===== src/rtl/pal_cfg_pkg.sv =====
// Shared types and constants for the PAL configuration loader.
package pal_cfg_pkg;

    typedef enum logic [1:0] {
        HUNT    = 2'd0,
        PAYLOAD = 2'd1,
        CRC     = 2'd2
    } pal_cfg_state_t;

    localparam logic [7:0] CRC_POLY     = 8'h07;
    localparam logic [7:0] DEFAULT_SYNC = 8'hA5;

    // Two N*P planes plus the P*M output section of the PAL fabric.
    function automatic int pal_cfg_bits(input int n, input int m, input int p);
        return 2 * n * p + p * m;
    endfunction

endpackage


===== src/rtl/pal_crc8_ser.sv =====
// Bit-serial CRC-8 (poly 0x07, init 0x00), MSB first.
module pal_crc8_ser
    import pal_cfg_pkg::*;
(
    input  logic       clk,
    input  logic       res_n,
    input  logic       clr,
    input  logic       en,
    input  logic       din,
    output logic [7:0] crc
);

    logic fb;

    assign fb = crc[7] ^ din;

    always_ff @(posedge clk or negedge res_n) begin
        if (!res_n) begin
            crc <= 8'h00;
        end else if (clr) begin
            crc <= 8'h00;
        end else if (en) begin
            crc <= {crc[6:0], 1'b0} ^ (fb ? CRC_POLY : 8'h00);
        end
    end

endmodule


===== src/rtl/pal_cfg_loader.sv =====
// Serial config front-end: sync hunt, fixed-length payload shift into the PAL
// chain, trailing CRC-8 check with held ok/err status and an idle timeout.
module pal_cfg_loader
    import pal_cfg_pkg::*;
#(
    parameter int         CFG_BITS = pal_cfg_bits(8, 4, 14),
    parameter logic [7:0] SYNC     = DEFAULT_SYNC,
    parameter int         TIMEOUT  = 1023
) (
    input  logic clk,
    input  logic res_n,
    input  logic ser_in,
    input  logic ser_valid,
    output logic pal_cfg,
    output logic pal_en,
    output logic busy,
    output logic cfg_ok,
    output logic cfg_err
);

    localparam int BIT_W  = $clog2(CFG_BITS);
    localparam int IDLE_W = $clog2(TIMEOUT + 1);
    localparam logic [BIT_W-1:0]  BIT_LAST  = BIT_W'(CFG_BITS - 1);
    localparam logic [IDLE_W-1:0] IDLE_LAST = IDLE_W'(TIMEOUT - 1);

    pal_cfg_state_t    state;
    logic [7:0]        sync_sr;
    logic [BIT_W-1:0]  bit_cnt;
    logic [IDLE_W-1:0] idle_cnt;
    logic [2:0]        crc_cnt;
    logic [7:0]        crc_rx;
    logic [7:0]        crc_val;
    logic [7:0]        sync_next;
    logic [7:0]        crc_rx_next;
    logic              sync_hit;
    logic              crc_en;
    logic              timeout_hit;

    assign sync_next   = {sync_sr[6:0], ser_in};
    assign crc_rx_next = {crc_rx[6:0], ser_in};
    assign sync_hit    = (state == HUNT) && ser_valid && (sync_next == SYNC);
    assign crc_en      = (state == PAYLOAD) && ser_valid;
    // A strobe in the expiry cycle wins, so the timeout only fires when idle.
    assign timeout_hit = (state != HUNT) && !ser_valid && (idle_cnt == IDLE_LAST);

    pal_crc8_ser u_crc (
        .clk   (clk),
        .res_n (res_n),
        .clr   (sync_hit),
        .en    (crc_en),
        .din   (ser_in),
        .crc   (crc_val)
    );

    always_ff @(posedge clk or negedge res_n) begin
        if (!res_n) begin
            state    <= HUNT;
            sync_sr  <= 8'h00;
            bit_cnt  <= '0;
            idle_cnt <= '0;
            crc_cnt  <= 3'd0;
            crc_rx   <= 8'h00;
            pal_cfg  <= 1'b0;
            pal_en   <= 1'b0;
            busy     <= 1'b0;
            cfg_ok   <= 1'b0;
            cfg_err  <= 1'b0;
        end else begin
            pal_en <= 1'b0;
            case (state)
                HUNT: begin
                    if (sync_hit) begin
                        // Clearing the shifter stops overlapping sync patterns re-firing.
                        sync_sr  <= 8'h00;
                        bit_cnt  <= '0;
                        idle_cnt <= '0;
                        crc_cnt  <= 3'd0;
                        cfg_ok   <= 1'b0;
                        cfg_err  <= 1'b0;
                        busy     <= 1'b1;
                        state    <= PAYLOAD;
                    end else if (ser_valid) begin
                        sync_sr <= sync_next;
                    end
                end
                PAYLOAD: begin
                    if (ser_valid) begin
                        pal_cfg  <= ser_in;
                        pal_en   <= 1'b1;
                        idle_cnt <= '0;
                        if (bit_cnt == BIT_LAST) begin
                            state <= CRC;
                        end else begin
                            bit_cnt <= bit_cnt + 1'b1;
                        end
                    end else if (timeout_hit) begin
                        idle_cnt <= '0;
                        cfg_err  <= 1'b1;
                        busy     <= 1'b0;
                        state    <= HUNT;
                    end else begin
                        idle_cnt <= idle_cnt + 1'b1;
                    end
                end
                CRC: begin
                    if (ser_valid) begin
                        crc_rx   <= crc_rx_next;
                        idle_cnt <= '0;
                        if (crc_cnt == 3'd7) begin
                            cfg_ok  <= (crc_rx_next == crc_val);
                            cfg_err <= (crc_rx_next != crc_val);
                            busy    <= 1'b0;
                            state   <= HUNT;
                        end else begin
                            crc_cnt <= crc_cnt + 1'b1;
                        end
                    end else if (timeout_hit) begin
                        idle_cnt <= '0;
                        cfg_err  <= 1'b1;
                        busy     <= 1'b0;
                        state    <= HUNT;
                    end else begin
                        idle_cnt <= idle_cnt + 1'b1;
                    end
                end
                default: begin
                    busy  <= 1'b0;
                    state <= HUNT;
                end
            endcase
        end
    end

endmodule


===== config.mk =====
export PLATFORM = sky130hd
export DESIGN_NAME = pal_cfg_loader
export DESIGN_NICKNAME = d
export VERILOG_FILES = /design/src/rtl/pal_cfg_pkg.sv /design/src/rtl/pal_crc8_ser.sv /design/src/rtl/pal_cfg_loader.sv
export SDC_FILE = /design/constraint.sdc
export NUM_CORES = 1
export LEC_CHECK = 0
export ABC_AREA = 1
export CAP_MARGIN = 0
export CORE_ASPECT_RATIO = 0.5
export CORE_MARGIN = 1
export CORE_UTILIZATION = 30
export CTS_CLUSTER_DIAMETER = 60
export DETAILED_ROUTE_END_ITERATION = 6
export GPL_TIMING_DRIVEN = 0
export REMOVE_ABC_BUFFERS = 1
export SLEW_MARGIN = 20
export SYNTH_ARGS = -nofsm -noshare
export SYNTH_HDL_FRONTEND = slang
export SYNTH_SLANG_ARGS = --single-unit

===== constraint.sdc =====
create_clock -name clk -period 4.7 [get_ports clk]
set_input_delay 0.47 -clock clk [delete_from_list [all_inputs] [get_ports clk]]
set_output_delay 0.47 -clock clk [all_outputs]
set_load 0.01 [all_outputs]

After elaboration in Yosys (flattened, before gate mapping)
Index checks and enable logic that the tools add are counted.
{"block": "word_totals", "register_bits": 51, "in_bits": 4, "elab_cells": 100, "out_inout_bits": 5}
{"block": "classes", "n_reduce_logical": 25, "n_addsub": 3, "muxes": 41, "bitwise_logic": 2, "eq_ne": 17}
{"op": "10-bit 2-to-1 mux", "count": 3}
{"op": "9-bit 2-to-1 mux", "count": 3}
{"op": "10-bit case mux with 2 select lines", "count": 1}
{"op": "9-bit case mux with 2 select lines", "count": 1}
{"op": "8-bit 2-to-1 mux", "count": 2}
{"op": "4-bit AND reduction", "count": 4}
{"op": "1-bit 2-to-1 mux", "count": 14}
{"op": "7-bit 2-to-1 mux", "count": 2}
{"op": "2-bit != test, second input constant", "count": 7}
{"op": "2-bit 2-to-1 mux", "count": 6}
{"op": "3-bit 2-to-1 mux", "count": 4}
{"op": "2-bit nonzero test", "count": 6}
{"op": "10-bit by 1-bit adder with 10-bit output, second input constant", "count": 1}
{"op": "10-bit == test, second input constant", "count": 1}
{"op": "9-bit by 1-bit adder with 9-bit output, second input constant", "count": 1}
{"op": "9-bit == test, second input constant", "count": 1}
{"op": "8-bit == test", "count": 1}
{"op": "8-bit == test, second input constant", "count": 1}
{"op": "8-bit != test", "count": 1}
{"op": "2-bit AND reduction", "count": 4}
{"op": "8-bit bitwise XOR", "count": 1}
{"op": "1-bit case mux with 3 select lines", "count": 2}
{"op": "2-bit case mux with 3 select lines", "count": 1}
{"op": "3-bit case mux with 2 select lines", "count": 1}
{"op": "14 further kinds", "count": 19}

Longest topological paths before layout
{"block": "logic_depth", "ltp_word": 6, "ltp_mapped": 11, "depth_no_buf": 11}

Hierarchy
From an unflattened synthesis, not the netlist that was laid out.
{"block": "hier_totals", "hier_cells": 398, "area_unflattened_um2": 3002.9}
{"module": "pal_cfg_loader", "area_per_inst_um2": 2638.8, "n_inst": 1, "cells_each": 356}
{"module": "pal_crc8_ser", "area_per_inst_um2": 364.1, "n_inst": 1, "cells_each": 42}

Least setup slack after synthesis
OpenSTA, ideal clock, no wires.
{"block": "synth_timing", "kind": "reg-to-reg", "from": "register state[0]", "to": "register bit_cnt[2]", "slack_ns": 2.902, "path_stages_with_launch": 11, "setup_time_ns": 0.118, "period_less_slack_ns": 1.798, "arrival_time_ns": 1.680, "path_buffers": 1, "required_ns": 4.582, "cell_sequence": "dfrtp_1 > inv_1 > ha_1 > nand2_2 > nor2_4 > nand3_4 > nand2_2 > nand2_2 > buf_6 > nand2_1 > o21ai_2"}
{"block": "synth_via", "elab_chain_cells": 5, "elab_cells_between_ends": 10}
{"element": "from (decl)", "line": "pal_cfg_loader.sv:26", "text": "pal_cfg_state_t state;"}
{"element": "from (signal assigned)", "line": "pal_cfg_loader.sv:57", "text": "state <= HUNT;"}
{"element": "from (signal assigned)", "line": "pal_cfg_loader.sv:81", "text": "state <= PAYLOAD;"}
{"element": "from (signal assigned)", "line": "pal_cfg_loader.sv:92", "text": "state <= CRC;"}
{"element": "2-bit zero test", "line": "pal_cfg_loader.sv:41, pal_cfg_loader.sv:70"}
{"element": "1-bit logical AND (2 in a row)", "line": "pal_cfg_loader.sv:41", "text": "assign sync_hit = (state == HUNT) && ser_valid && (sync_next == SYNC);"}
{"element": "2-bit != test (no line)"}
{"element": "4-bit AND reduction (no line)"}
{"element": "to (signal assigned)", "line": "pal_cfg_loader.sv:94", "text": "bit_cnt <= bit_cnt + 1'b1;"}
{"element": "to (decl)", "line": "pal_cfg_loader.sv:28", "text": "logic [BIT_W-1:0] bit_cnt;"}
Parallel ways exist; a longest one is shown, timed or not.
A chain may end at the register's enable or synchronous reset.

Worst setup path after layout
{"block": "layout_timing", "from": "register state[1]", "to": "register bit_cnt[7]"}
The elaborated chain is that of the path after synthesis.

==> results.py <==
metrics = {
    "floorplanning": {
        "die_h_um": 72.3,
        "die_area_sq_mm": 0.0103,
        "die_x_um": 143,
        "ios": 9,
        "rows": 25,
        "start_util_pct": 31.1,
        "fp.coreArea_sq_mm": 0.00951,
    },
    "routing": {
        "routedWlPerCell_um": 10.2,
        "drc_errors": 0,
        "dr_total_vias": 2413,
        "vias_per_cell": 4.37,
        "ant_nets": 0,
        "firstDrtPassIters": 4,
        "drt_wl_total_um": 5630,
        "drt_iter0_markers": 189,
    },
    "critical_path": {
        "cp_slowest_cell": "dfrtp_1",
        "cp_max_fo": 14,
        "cpPeakStageDelay_ns": 0.42,
        "path_class": "reg2reg",
        "critPathMostFrequentCell": "nand2_1",
        "cp_cell_sequence": "inv_1 -> ha_1 -> nand2_1 -> inv_1 -> nand2_1 -> o21ai_0 -> nand2_2 -> inv_1 -> nand2_1 -> nand2_1",
        "rr_worst_depth": 10,
        "worstPathRequired_ns": 4.93,
        "critical_path_arrival_ns": 2.76,
        "worst_setup_path_start_kind": "flop",
        "cp-end-kind": "flop",
    },
    "timing": {
        "setup_ws_ns": 2.17,
        "slew_headroom_pct": 57.5,
        "slew_viol_final": 0,
        "finalSetupViolations": 0,
        "layout_min_cycle_time_ns": 2.53,
        "tightest_slew_ns": 0.637,
        "rsz0062_at_grt": "false",
        "finalHoldViolCount": 0,
        "max_freq_mhz": 395,
        "fin_crit_sh_pct": 53.8,
        "tns_ns": 0,
        "finClkSkew_ns": 0.00338,
    },
    "clock_network": {
        "tritoncts": "built",
        "cts_inserted_buffers": 5,
        "cts.clk_slew.worst_paths_ns": 0.07,
        "cts_buffer_depth": 2,
        "root_buffer": "clkbuf_16",
        "htree_levels": 2,
        "cts_setup_buffers": 0,
        "cts_resized": 0,
        "clock-sinks": 51,
        "hold_buffers": 0,
        "clk_latency_ns": 0.29,
    },
    "logic_synthesis": {
        "yosysUniqueCellTypes": 29,
        "syn_avg_cell_area_sq_um": 7.24,
        "synthesis.area_sq_mm": 0.00296,
        "synth_top_area_share_pct": 43.1,
        "synth_cells": 409,
        "yosys_warnings": 0,
        "ys_seq_area_share_pct": 43.1,
        "ys_top_cells_by_area": "dfrtp_1, nand2_1, inv_1",
        "ys_seq_elements": 51,
        "synth_top_area_cell": "dfrtp_1",
    },
    "power_and_ir_drop": {
        "p_switching_mw": 0.735,
        "cellPowerDensity_mw_per_mm2": 556,
        "p_leak_nw": 1.74,
        "pwr-share-comb_pct": 39.0,
        "p_total_mw": 1.86,
        "swShare_pct": 39.5,
        "intPower_mw": 1.13,
        "ir_worst_vdd_v": 0.000247,
        "seqPwrFrac_pct": 35.9,
        "p_clk_share_pct": 25.0,
    },
    "layout": {
        "fin_area_sq_mm": 0.00335,
        "diodes": 0,
        "final_cell_mix": "nand2_1, inv_1, dfrtp_1",
        "drive_gt1_share_pct": 5.28,
        "fillers": 1030,
        "nets": 430,
        "finalCoreUtilization_pct": 35.2,
        "multiInputGateArea_sq_mm": 0.00139,
        "regArea_sq_mm": 0.00128,
        "areaGrowthSynthToFinish_pct": 13.1,
        "final_common_cell": "nand2_1",
    },
    "placement": {
        "portBuffers": 8,
        "hpwl_um": 4010,
        "pre_cts_ws_ns": 1.98,
        "gp_congestion": 0.863,
        "postPlaceCellArea_sq_mm": 0.00316,
    },
    "global_routing": {
        "grt_pass1_wl_um": 10500,
        "gr-usage-all-layers_pct": 12.5,
        "grt-ovfl-total": 0,
        "antenna_found_initial": 0,
        "grt_pass1_vias": 2306,
        "grt_max_degree": 52,
    },
    "flow_run": {
        "drv_cap": 0,
    },
    "run_status": {
        "outcome": "complete, no violations",
    },
    "hold_path": {
        "hold_path.class": "in2async",
    },
}
==> cell families (layout without fill, tap and decap cells) <==
logic type / count (synthesis) / after routing / share of synthesized area (%)
compound gates: 46 / 46 / 8.66
xor+xnor: 10 / 10 / 2.96
fa+ha+maj: 10 / 10 / 4.22
buf+inv: 73 / 81 / 9.93
flops: 51 / 51 / 43.1
simple gates: 219 / 219 / 31.1
==> routing by layer <==
layer	global-route usage [%]	up-vias	share of wire, %
met2	21.2	16	45
met4	2.51	0	0.66
met5	0	-	0
met3	2.38	2	1.5
met1	16.9	1117	53
li1	-	1278	-
==> layout make-up <==
type                            instances  area share (%)
Inverter                               65            7.28
Tap cell                              135            5.04
Clock inverter                          3            2.02
Clock buffer                            5            3.73
Sequential cell                        51            38.1
Timing Repair Buffer                    8            2.32
Multi-Input combinational cell        285            41.5
==> stage by stage <==
stage          std cells  hold WS (ns)
2_1_floorplan        401         0.174
3_3_place_gp         544         0.466
3_5_place_dp         544         0.477
4_1_cts              552         0.244
5_1_grt              552         0.264
6_report             552         0.199
==> power by group through the flow <==
stage | Combinational, mW | Clock, mW | Sequential [mW]
final | 0.728 | 0.467 | 0.670
after floorplan | 0.554 | 0 | 0.662
after detailed placement | 0.731 | 0 | 0.678
after global placement | 0.722 | 0 | 0.676
after global routing | 0.856 | 0.501 | 0.693
after CTS | 0.735 | 0.479 | 0.671
==> synthesized netlist by cell type (all sizes together) <==
master,number
a31oi,2
o211ai,1
nand3,21
inv,65
nor2,38
ha,10
o21ai,36
nor4,1
dfrtp,51
buf,4
xnor2,4
nor3,1
clkbuf,4
nand4,9
nand2,144
a21oi,5
xor2,6
or2,3
o21a,1
a22oi,1
nand3b,2
==> state kept, by name, indices dropped and copies added (netlist names) <==
name	count
cfg_err	1
pal_en	1
crc_rx	7
cfg_ok	1
bit_cnt	9
pal_cfg	1
state	2
crc_cnt	3
busy	1
sync_sr	7
u_crc.crc	8
idle_cnt	10
==> worst paths after layout <==
kind	start	endpoint	slack [ns]
max	state[1]	bit_cnt[7]	2.17
min	res_n	bit_cnt[3]	0.20
max reg2reg	state[1]	bit_cnt[7]	2.17
min reg2reg	sync_sr[1]	sync_sr[1]	0.49
max in group asynchronous	res_n	sync_sr[5]	4.07
min in group clk	sync_sr[1]	sync_sr[1]	0.49
==> critical path: cells and delay by family, from the launching register on <==
kind | cells | cell delay [ns]
buffers and inverters | 3 | 0.69
AO/OA/AOI/OAI | 1 | 0.13
flip-flops | 1 | 0.42
AND/OR/NAND/NOR | 5 | 0.87
adder cells (fa/ha/maj) | 1 | 0.36
Power figures use the tool's default switching activity.
